--- config.mk ---
export PLATFORM = sky130hd
export DESIGN_NAME = muldiv_hilo_unit_flat
export DESIGN_NICKNAME = d
export VERILOG_FILES = /design/src/rtl/muldiv_hilo_unit_pkg.sv /design/src/rtl/muldiv_hilo_unit_if.sv /design/src/rtl/muldiv_hilo_unit_div_iter_core.sv /design/src/rtl/muldiv_hilo_unit.sv /design/src/flat_wrapper.sv
export SDC_FILE = /design/constraint.sdc
export NUM_CORES = 2
export LEC_CHECK = 0
export CAP_MARGIN = 5
export CELL_PAD_IN_SITES_DETAIL_PLACEMENT = 0
export CELL_PAD_IN_SITES_GLOBAL_PLACEMENT = 2
export CORE_MARGIN = 5
export CORE_UTILIZATION = 38
export DETAILED_ROUTE_END_ITERATION = 6
export PLACE_DENSITY = 0.74
export REMOVE_ABC_BUFFERS = 1
export SETUP_SLACK_MARGIN = 0.1
export SKIP_CTS_REPAIR_TIMING = 1
export SYNTH_ARGS = -nofsm -noshare
export SYNTH_HDL_FRONTEND = slang
export SYNTH_SLANG_ARGS = --single-unit
--- constraint.sdc ---
create_clock -name clk -period 24.1 [get_ports clk]
set_input_delay 2.41 -clock clk [delete_from_list [all_inputs] [get_ports clk]]
set_output_delay 2.41 -clock clk [all_outputs]
set_load 0.05 [all_outputs]
--- src/rtl/muldiv_hilo_unit_pkg.sv ---
// Shared definitions for the multiply/divide HI/LO unit: op codes, FSM
// state encoding and parameter legality helpers.
package muldiv_pkg;

  typedef enum logic [2:0] {
    OP_MULT  = 3'b000,
    OP_MULTU = 3'b001,
    OP_DIV   = 3'b010,
    OP_DIVU  = 3'b011,
    OP_MTHI  = 3'b100,
    OP_MTLO  = 3'b101,
    OP_MADD  = 3'b110,
    OP_MADDU = 3'b111
  } op_t;

  typedef enum logic [1:0] {
    S_IDLE = 2'd0,
    S_MUL  = 2'd1,
    S_DIV  = 2'd2,
    S_FIX  = 2'd3
  } state_t;

  localparam int MUL_LAT_MIN = 1;
  localparam int MUL_LAT_MAX = 8;

  // Multiply latency must fit the shared counter and stay non-zero.
  function automatic bit mul_lat_ok(input int lat);
    return (lat >= MUL_LAT_MIN) && (lat <= MUL_LAT_MAX);
  endfunction

  // Counter must hold both WIDTH-1 (divide) and MUL_LAT_MAX-1 (multiply).
  function automatic int cnt_width(input int width);
    int w;
    w = $clog2(width);
    return (w > 3) ? w : 3;
  endfunction

endpackage

--- src/rtl/muldiv_hilo_unit_if.sv ---
// Request/response bundle between the EX stage and the mul/div unit.
interface muldiv_hilo_unit_if #(
  parameter int WIDTH = 32
) ();

  logic             start;
  logic [2:0]       op;
  logic [WIDTH-1:0] a;
  logic [WIDTH-1:0] b;
  logic             flush;
  logic             busy;
  logic             done;
  logic [WIDTH-1:0] hi;
  logic [WIDTH-1:0] lo;

  modport master (
    output start, op, a, b, flush,
    input  busy, done, hi, lo
  );

  modport slave (
    input  start, op, a, b, flush,
    output busy, done, hi, lo
  );

endinterface

--- src/rtl/muldiv_hilo_unit_div_iter_core.sv ---
// Radix-2 restoring divider datapath: unsigned magnitudes in, one quotient
// bit per step. Sequencing and sign handling live in the parent.
module div_iter_core #(
  parameter int WIDTH = 32
) (
  input  logic             clk,
  input  logic             rst,
  input  logic             load,
  input  logic             step,
  input  logic [WIDTH-1:0] dividend,
  input  logic [WIDTH-1:0] divisor,
  output logic [WIDTH-1:0] quotient,
  output logic [WIDTH-1:0] remainder
);

  logic [WIDTH-1:0] q_r;
  logic [WIDTH-1:0] rem_r;
  logic [WIDTH-1:0] dvs_r;
  logic [WIDTH:0]   trial_rem;
  logic [WIDTH:0]   trial_diff;

  // Shift the next dividend bit into the partial remainder and trial-subtract.
  always_comb begin
    trial_rem  = {rem_r, q_r[WIDTH-1]};
    trial_diff = trial_rem - {1'b0, dvs_r};
  end

  // Quotient bits shift into q_r as dividend bits shift out of it.
  always_ff @(posedge clk or negedge rst) begin
    if (!rst) begin
      q_r   <= '0;
      rem_r <= '0;
      dvs_r <= '0;
    end else if (load) begin
      q_r   <= dividend;
      rem_r <= '0;
      dvs_r <= divisor;
    end else if (step) begin
      if (!trial_diff[WIDTH]) begin
        rem_r <= trial_diff[WIDTH-1:0];
        q_r   <= {q_r[WIDTH-2:0], 1'b1};
      end else begin
        rem_r <= trial_rem[WIDTH-1:0];
        q_r   <= {q_r[WIDTH-2:0], 1'b0};
      end
    end
  end

  assign quotient  = q_r;
  assign remainder = rem_r;

endmodule

--- src/rtl/muldiv_hilo_unit.sv ---
// Multi-cycle multiply/divide unit owning the HI/LO register pair.
// Multiplies take MUL_LAT busy cycles, divides WIDTH+1; flush aborts
// an in-flight op without touching HI/LO.
module muldiv_hilo_unit
  import muldiv_pkg::*;
#(
  parameter int WIDTH   = 32,
  parameter int MUL_LAT = 3
) (
  input  logic           clk,
  input  logic           rst,
  muldiv_hilo_unit_if.slave bus
);

  localparam int CW = cnt_width(WIDTH);

  if (!mul_lat_ok(MUL_LAT)) begin : g_lat_check
    $error("muldiv_hilo_unit: MUL_LAT out of range 1..8");
  end

  state_t           state;
  logic [CW-1:0]    cnt;
  logic [WIDTH-1:0] hi_q;
  logic [WIDTH-1:0] lo_q;
  logic             done_q;

  logic [WIDTH-1:0] mul_a;
  logic [WIDTH-1:0] mul_b;
  logic             mul_signed;
  logic             mul_acc;

  logic [WIDTH-1:0] div_a_raw;
  logic             div_zero;
  logic             q_neg;
  logic             r_neg;

  op_t                op_in;
  logic               div_signed_in;
  logic               a_neg_in;
  logic               b_neg_in;
  logic [WIDTH-1:0]   mag_a;
  logic [WIDTH-1:0]   mag_b;
  logic               div_load;
  logic               div_step;
  logic [WIDTH-1:0]   quot;
  logic [WIDTH-1:0]   rem;
  logic [WIDTH-1:0]   q_fix;
  logic [WIDTH-1:0]   r_fix;
  logic [2*WIDTH-1:0] ext_a;
  logic [2*WIDTH-1:0] ext_b;
  logic [2*WIDTH-1:0] product;
  logic [2*WIDTH-1:0] mul_result;

  assign op_in = op_t'(bus.op);

  // Operand magnitudes for the divider, taken straight from the request.
  always_comb begin
    div_signed_in = (op_in == OP_DIV);
    a_neg_in      = div_signed_in & bus.a[WIDTH-1];
    b_neg_in      = div_signed_in & bus.b[WIDTH-1];
    mag_a         = a_neg_in ? ('0 - bus.a) : bus.a;
    mag_b         = b_neg_in ? ('0 - bus.b) : bus.b;
    div_load      = (state == S_IDLE) && bus.start && !bus.flush &&
                    ((op_in == OP_DIV) || (op_in == OP_DIVU));
    div_step      = (state == S_DIV);
  end

  // Full-width product from latched operands; held stable for MUL_LAT cycles.
  always_comb begin
    ext_a      = mul_signed ? {{WIDTH{mul_a[WIDTH-1]}}, mul_a} : {{WIDTH{1'b0}}, mul_a};
    ext_b      = mul_signed ? {{WIDTH{mul_b[WIDTH-1]}}, mul_b} : {{WIDTH{1'b0}}, mul_b};
    product    = ext_a * ext_b;
    mul_result = mul_acc ? ({hi_q, lo_q} + product) : product;
  end

  // Sign correction of the unsigned divide result.
  always_comb begin
    q_fix = q_neg ? ('0 - quot) : quot;
    r_fix = r_neg ? ('0 - rem)  : rem;
  end

  div_iter_core #(
    .WIDTH (WIDTH)
  ) u_div (
    .clk       (clk),
    .rst       (rst),
    .load      (div_load),
    .step      (div_step),
    .dividend  (mag_a),
    .divisor   (mag_b),
    .quotient  (quot),
    .remainder (rem)
  );

  // Control FSM plus HI/LO ownership; flush aborts with no write and no done.
  always_ff @(posedge clk or negedge rst) begin
    if (!rst) begin
      state      <= S_IDLE;
      cnt        <= '0;
      hi_q       <= '0;
      lo_q       <= '0;
      done_q     <= 1'b0;
      mul_a      <= '0;
      mul_b      <= '0;
      mul_signed <= 1'b0;
      mul_acc    <= 1'b0;
      div_a_raw  <= '0;
      div_zero   <= 1'b0;
      q_neg      <= 1'b0;
      r_neg      <= 1'b0;
    end else begin
      done_q <= 1'b0;
      case (state)
        S_IDLE: begin
          if (bus.start && !bus.flush) begin
            case (op_in)
              OP_MTHI: hi_q <= bus.a;
              OP_MTLO: lo_q <= bus.a;
              OP_MULT, OP_MULTU, OP_MADD, OP_MADDU: begin
                mul_a      <= bus.a;
                mul_b      <= bus.b;
                mul_signed <= (op_in == OP_MULT) || (op_in == OP_MADD);
                mul_acc    <= (op_in == OP_MADD) || (op_in == OP_MADDU);
                cnt        <= CW'(MUL_LAT - 1);
                state      <= S_MUL;
              end
              default: begin
                div_a_raw <= bus.a;
                div_zero  <= (bus.b == '0);
                q_neg     <= a_neg_in ^ b_neg_in;
                r_neg     <= a_neg_in;
                cnt       <= CW'(WIDTH - 1);
                state     <= S_DIV;
              end
            endcase
          end
        end
        S_MUL: begin
          if (bus.flush) begin
            state <= S_IDLE;
          end else if (cnt == '0) begin
            {hi_q, lo_q} <= mul_result;
            done_q       <= 1'b1;
            state        <= S_IDLE;
          end else begin
            cnt <= cnt - 1'b1;
          end
        end
        S_DIV: begin
          if (bus.flush) begin
            state <= S_IDLE;
          end else if (cnt == '0) begin
            state <= S_FIX;
          end else begin
            cnt <= cnt - 1'b1;
          end
        end
        S_FIX: begin
          if (!bus.flush) begin
            hi_q   <= div_zero ? div_a_raw : r_fix;
            lo_q   <= div_zero ? '1 : q_fix;
            done_q <= 1'b1;
          end
          state <= S_IDLE;
        end
        default: state <= S_IDLE;
      endcase
    end
  end

  assign bus.busy = (state != S_IDLE);
  assign bus.done = done_q;
  assign bus.hi   = hi_q;
  assign bus.lo   = lo_q;

endmodule

--- src/flat_wrapper.sv ---
// flat-port wrapper written by rule: the top's interface ports become plain ports
module muldiv_hilo_unit_flat import muldiv_pkg::*;
#(
  parameter int WIDTH   = 32,
  parameter int MUL_LAT = 3
)
  (clk, rst, bus_start, bus_op, bus_a, bus_b, bus_flush, bus_busy, bus_done, bus_hi, bus_lo);
  muldiv_hilo_unit_if #(.WIDTH(WIDTH)) bus_i ();
  input  logic clk;
  input  logic rst;
  input wire logic [$bits(bus_i.start)-1:0] bus_start;
  input wire logic [$bits(bus_i.op)-1:0] bus_op;
  input wire logic [$bits(bus_i.a)-1:0] bus_a;
  input wire logic [$bits(bus_i.b)-1:0] bus_b;
  input wire logic [$bits(bus_i.flush)-1:0] bus_flush;
  output wire logic [$bits(bus_i.busy)-1:0] bus_busy;
  output wire logic [$bits(bus_i.done)-1:0] bus_done;
  output wire logic [$bits(bus_i.hi)-1:0] bus_hi;
  output wire logic [$bits(bus_i.lo)-1:0] bus_lo;
  assign bus_i.start = bus_start;
  assign bus_i.op = bus_op;
  assign bus_i.a = bus_a;
  assign bus_i.b = bus_b;
  assign bus_i.flush = bus_flush;
  assign bus_busy = bus_i.busy;
  assign bus_done = bus_i.done;
  assign bus_hi = bus_i.hi;
  assign bus_lo = bus_i.lo;
  muldiv_hilo_unit #(.WIDTH(WIDTH), .MUL_LAT(MUL_LAT)) u_core (.clk(clk), .rst(rst), .bus(bus_i));
endmodule
==> summary.md <==
| Metric | Value |
|---|---|
| Final Slew Violations | 0 |
| RSZ-0062 raised after global routing | false |
| FFs w/ async S/R, synth | 100% |
| I/O Buffers | 136 |
| Layout net count | 9333 |
| Drc violations | 0 |
| Max incr delay on CP | 1.02 ns |
| Core area | 178000 um2 |
| Critical path required time | 24.54 ns |
| Post-place setup slack | 11.37 ns |
| CTS tree | done |
| Top post-synthesis cells by area | fa_1, dfrtp_1, inv_1 |
| Clk root buf | clkbuf_16 |
| Syn avg cell area | 9.06 um2 |
| Clk buf depth | 3 |
| Wire length per cell | 24.0 um |
| Max cap viols | 0 |
| Most frequent cells in the layout | inv_1, fa_1, nand2_1 |
| Area Overhead vs Synth | 7.61% |
| Slowest CP cell | dfrtp_1 |
| Skew final | 0.0263 ns |
| Max_slew headroom | 29.0% |
| Chip Height | 433 um |
| Critical path type | reg2reg |
| Final worst setup slack | 11.33 ns |
| Hold Crit Class | reg2reg |
| Minimum clock period | 12.77 ns |
| Gr usage total | 25.7% |
| Initial core utilization | 38.1% |
| H-tree Lvls | 2 |
| Grt total ovfl | 0 |
| Commonest non-fill, non-tap cell in the layout | inv_1 |
| Area fraction of the dominant cell type after synthesis | 42.3% |
| Mapped cell area | 68000 um2 |
| Dominant synthesized flop cell | dfrtp_1 |
| Post-DP HPWL | 191000 um |
| Yosys warning count | 0 |
| CTS sink count | 269 |
| Final WL | 235000 um |
| Synthesized instance count | 7500 |
| Clk_lat worst skew | 0.60 ns |
| #FFs+latches synth | 269 |
| Status | finished clean |
| DRT iter0 DRCs | 3190 |
| Area leader, netlist | fa_1 |
| CTS clk-pin slew, worst paths | 0.06 ns |
| Maximum operating frequency | 78.3 MHz |
| GP Congestion | 0.915 |
| # rows | 155 |
| Die W | 433 um |
| IO Count | 137 |
| Layout cells sized above 1 | 3.96% |
| Synth cell types | 81 |
| Drt first pass iters | 5 |
| ANT nets after route | 0 |
| Final setup viols | 0 |
| Most used cell, CP | fa_1 |
| Hold Vio Cnt, Final | 0 |
| Register area share after synthesis | 9.90% |
| Startpoint Class | flip-flop |
| Num CTS Buffers | 39 |
| Final cycle utilization of the critical path | 53.0% |
| Vias post-DR | 51000 |
| Worst Tran Pin Value | 1.06 ns |
| Die area | 187000 um2 |
| First-pass GRT wire length | 362000 um |
| Crit path DAT | 13.21 ns |
| Post-synth EDFFs | 0 |
| Vias in the first global route | 55500 |
| Largest net degree at the start of global routing | 97 |
| Critical Path Sink Type | flip-flop |
| Worst-path maximum fanout | 22 |
| Vias per cell | 5.20 |
| Fin Setup TNS | 0 ns |
| Antenna violations before repair | 11 |
per-stage QoR:
stage | area, um2 | hold WS, ns | instances | utilization (%)
5_1_grt | 73100 | 0.485 | 9809 | 41.0
4_1_cts | 73100 | 0.477 | 9808 | 41.0
2_1_floorplan | 66600 | 0.446 | 7136 | -
3_3_place_gp | 71800 | 0.459 | 9736 | 40.3
3_5_place_dp | 71800 | 0.463 | 9736 | 40.3
6_report | 73100 | 0.474 | 9817 | 41.0
worst paths after layout:
| path | cells after the start | startpoint | endpoint | slack [ns] |
|---|---|---|---|---|
| min in group asynchronous | 1 | rst | u_core.cnt[0]$_DFFE_PN0P_ | 1.83 |
| worst max-delay path | 42 | u_core.mul_a[13]$_DFFE_PN0P_ | u_core.bus.hi[31]$_DFFE_PN0P_ | 11.33 |
| max in group asynchronous | 3 | rst | u_core.mul_a[3]$_DFFE_PN0P_ | 19.91 |
| worst min-delay path | 2 | u_core.div_a_raw[3]$_DFFE_PN0P_ | u_core.div_a_raw[3]$_DFFE_PN0P_ | 0.47 |
| worst min register to register | 2 | u_core.div_a_raw[3]$_DFFE_PN0P_ | u_core.div_a_raw[3]$_DFFE_PN0P_ | 0.47 |
| worst max register to register | 42 | u_core.mul_a[13]$_DFFE_PN0P_ | u_core.bus.hi[31]$_DFFE_PN0P_ | 11.33 |
kinds of logic (layout without fill, tap and decap cells):
family,count (synthesis),after routing,share of synthesized area [%]
AO/OA/AOI/OAI,977,977,9.01
XOR/XNOR,302,302,3.89
adder cells (fa/ha/maj),1841,1841,49.7
buffers and inverters,2001,1954,11.1
flip-flops,269,269,9.90
multiplexers,155,155,2.44
other,0,9,0
AND/OR/NAND/NOR,1955,1955,13.9
flip-flops by register name, indices dropped and copies added, names as in the netlist:
register,count
u_core.q_neg,1
u_core.mul_b,32
u_core.state,2
u_core.bus.lo,32
u_core.cnt,5
u_core.mul_acc,1
u_core.bus.hi,32
u_core.div_a_raw,32
u_core.u_div.quotient,32
u_core.div_zero,1
u_core.mul_a,32
u_core.u_div.remainder,32
u_core.r_neg,1
u_core.bus.done,1
u_core.mul_signed,1
u_core.u_div.dvs_r,32
cell usage after synthesis (6+ instances only):
cell and number:
o31ai_1 37, o211a_1 8, dfrtp_1 269, a221o_1 9, a22oi_1 7, o2111ai_1 8
nand2b_1 22, a221oi_1 44, o41ai_1 11, and3_1 49, a211o_1 6, or4_1 13
o21ai_0 281, or3_1 26, nand3_1 51, clkbuf_1 339, fa_1 1435, a21o_1 103
a21boi_0 9, nor3b_1 7, o21a_1 22, nand2_1 916, a21oi_1 265, a31oi_1 28
o21bai_1 34, nor2b_1 17, o211ai_1 22, mux2_2 86, a211oi_1 26, nor2_1 178
nor3_1 52, buf_1 14, xor2_1 116, ha_1 405, o22ai_1 9, mux2i_1 69
nand4_1 31, and2_1 556, xnor2_1 186, inv_1 1635, nor4_1 13
metal layers:
metal	vias to the layer above	GRT usage (%)	share of wire [%]
met3	235	2.44	4.4
li1	22800	-	-
met1	26800	35.9	45
met2	1199	43.1	48
met4	6	6.52	3.0
met5	-	0	0.018
critical path: cells and delay by family, from the launching register on:
kind / cells / cell delay (ns)
and+or+nand+nor: 8 / 1.17
DFF: 1 / 1.02
xor gates and xnor gates: 3 / 0.64
adders and majority gates: 12 / 5.39
buffers and inverters: 7 / 0.68
AOI/OAI and AO/OA: 12 / 3.70
cell type report:
class	count	area, um2
repair buffers	245	2180
fillers	17900	105000
inverters	1637	6140
diodes	9	22.5
clock inverters	17	211
clock buffers	55	1140
multi-input cells	5230	53800
well taps	2355	2950
flip-flops and latches	269	6740
Power is not shown: default switching activity piles up to over one toggle a cycle in this logic, so the estimate is an artifact.
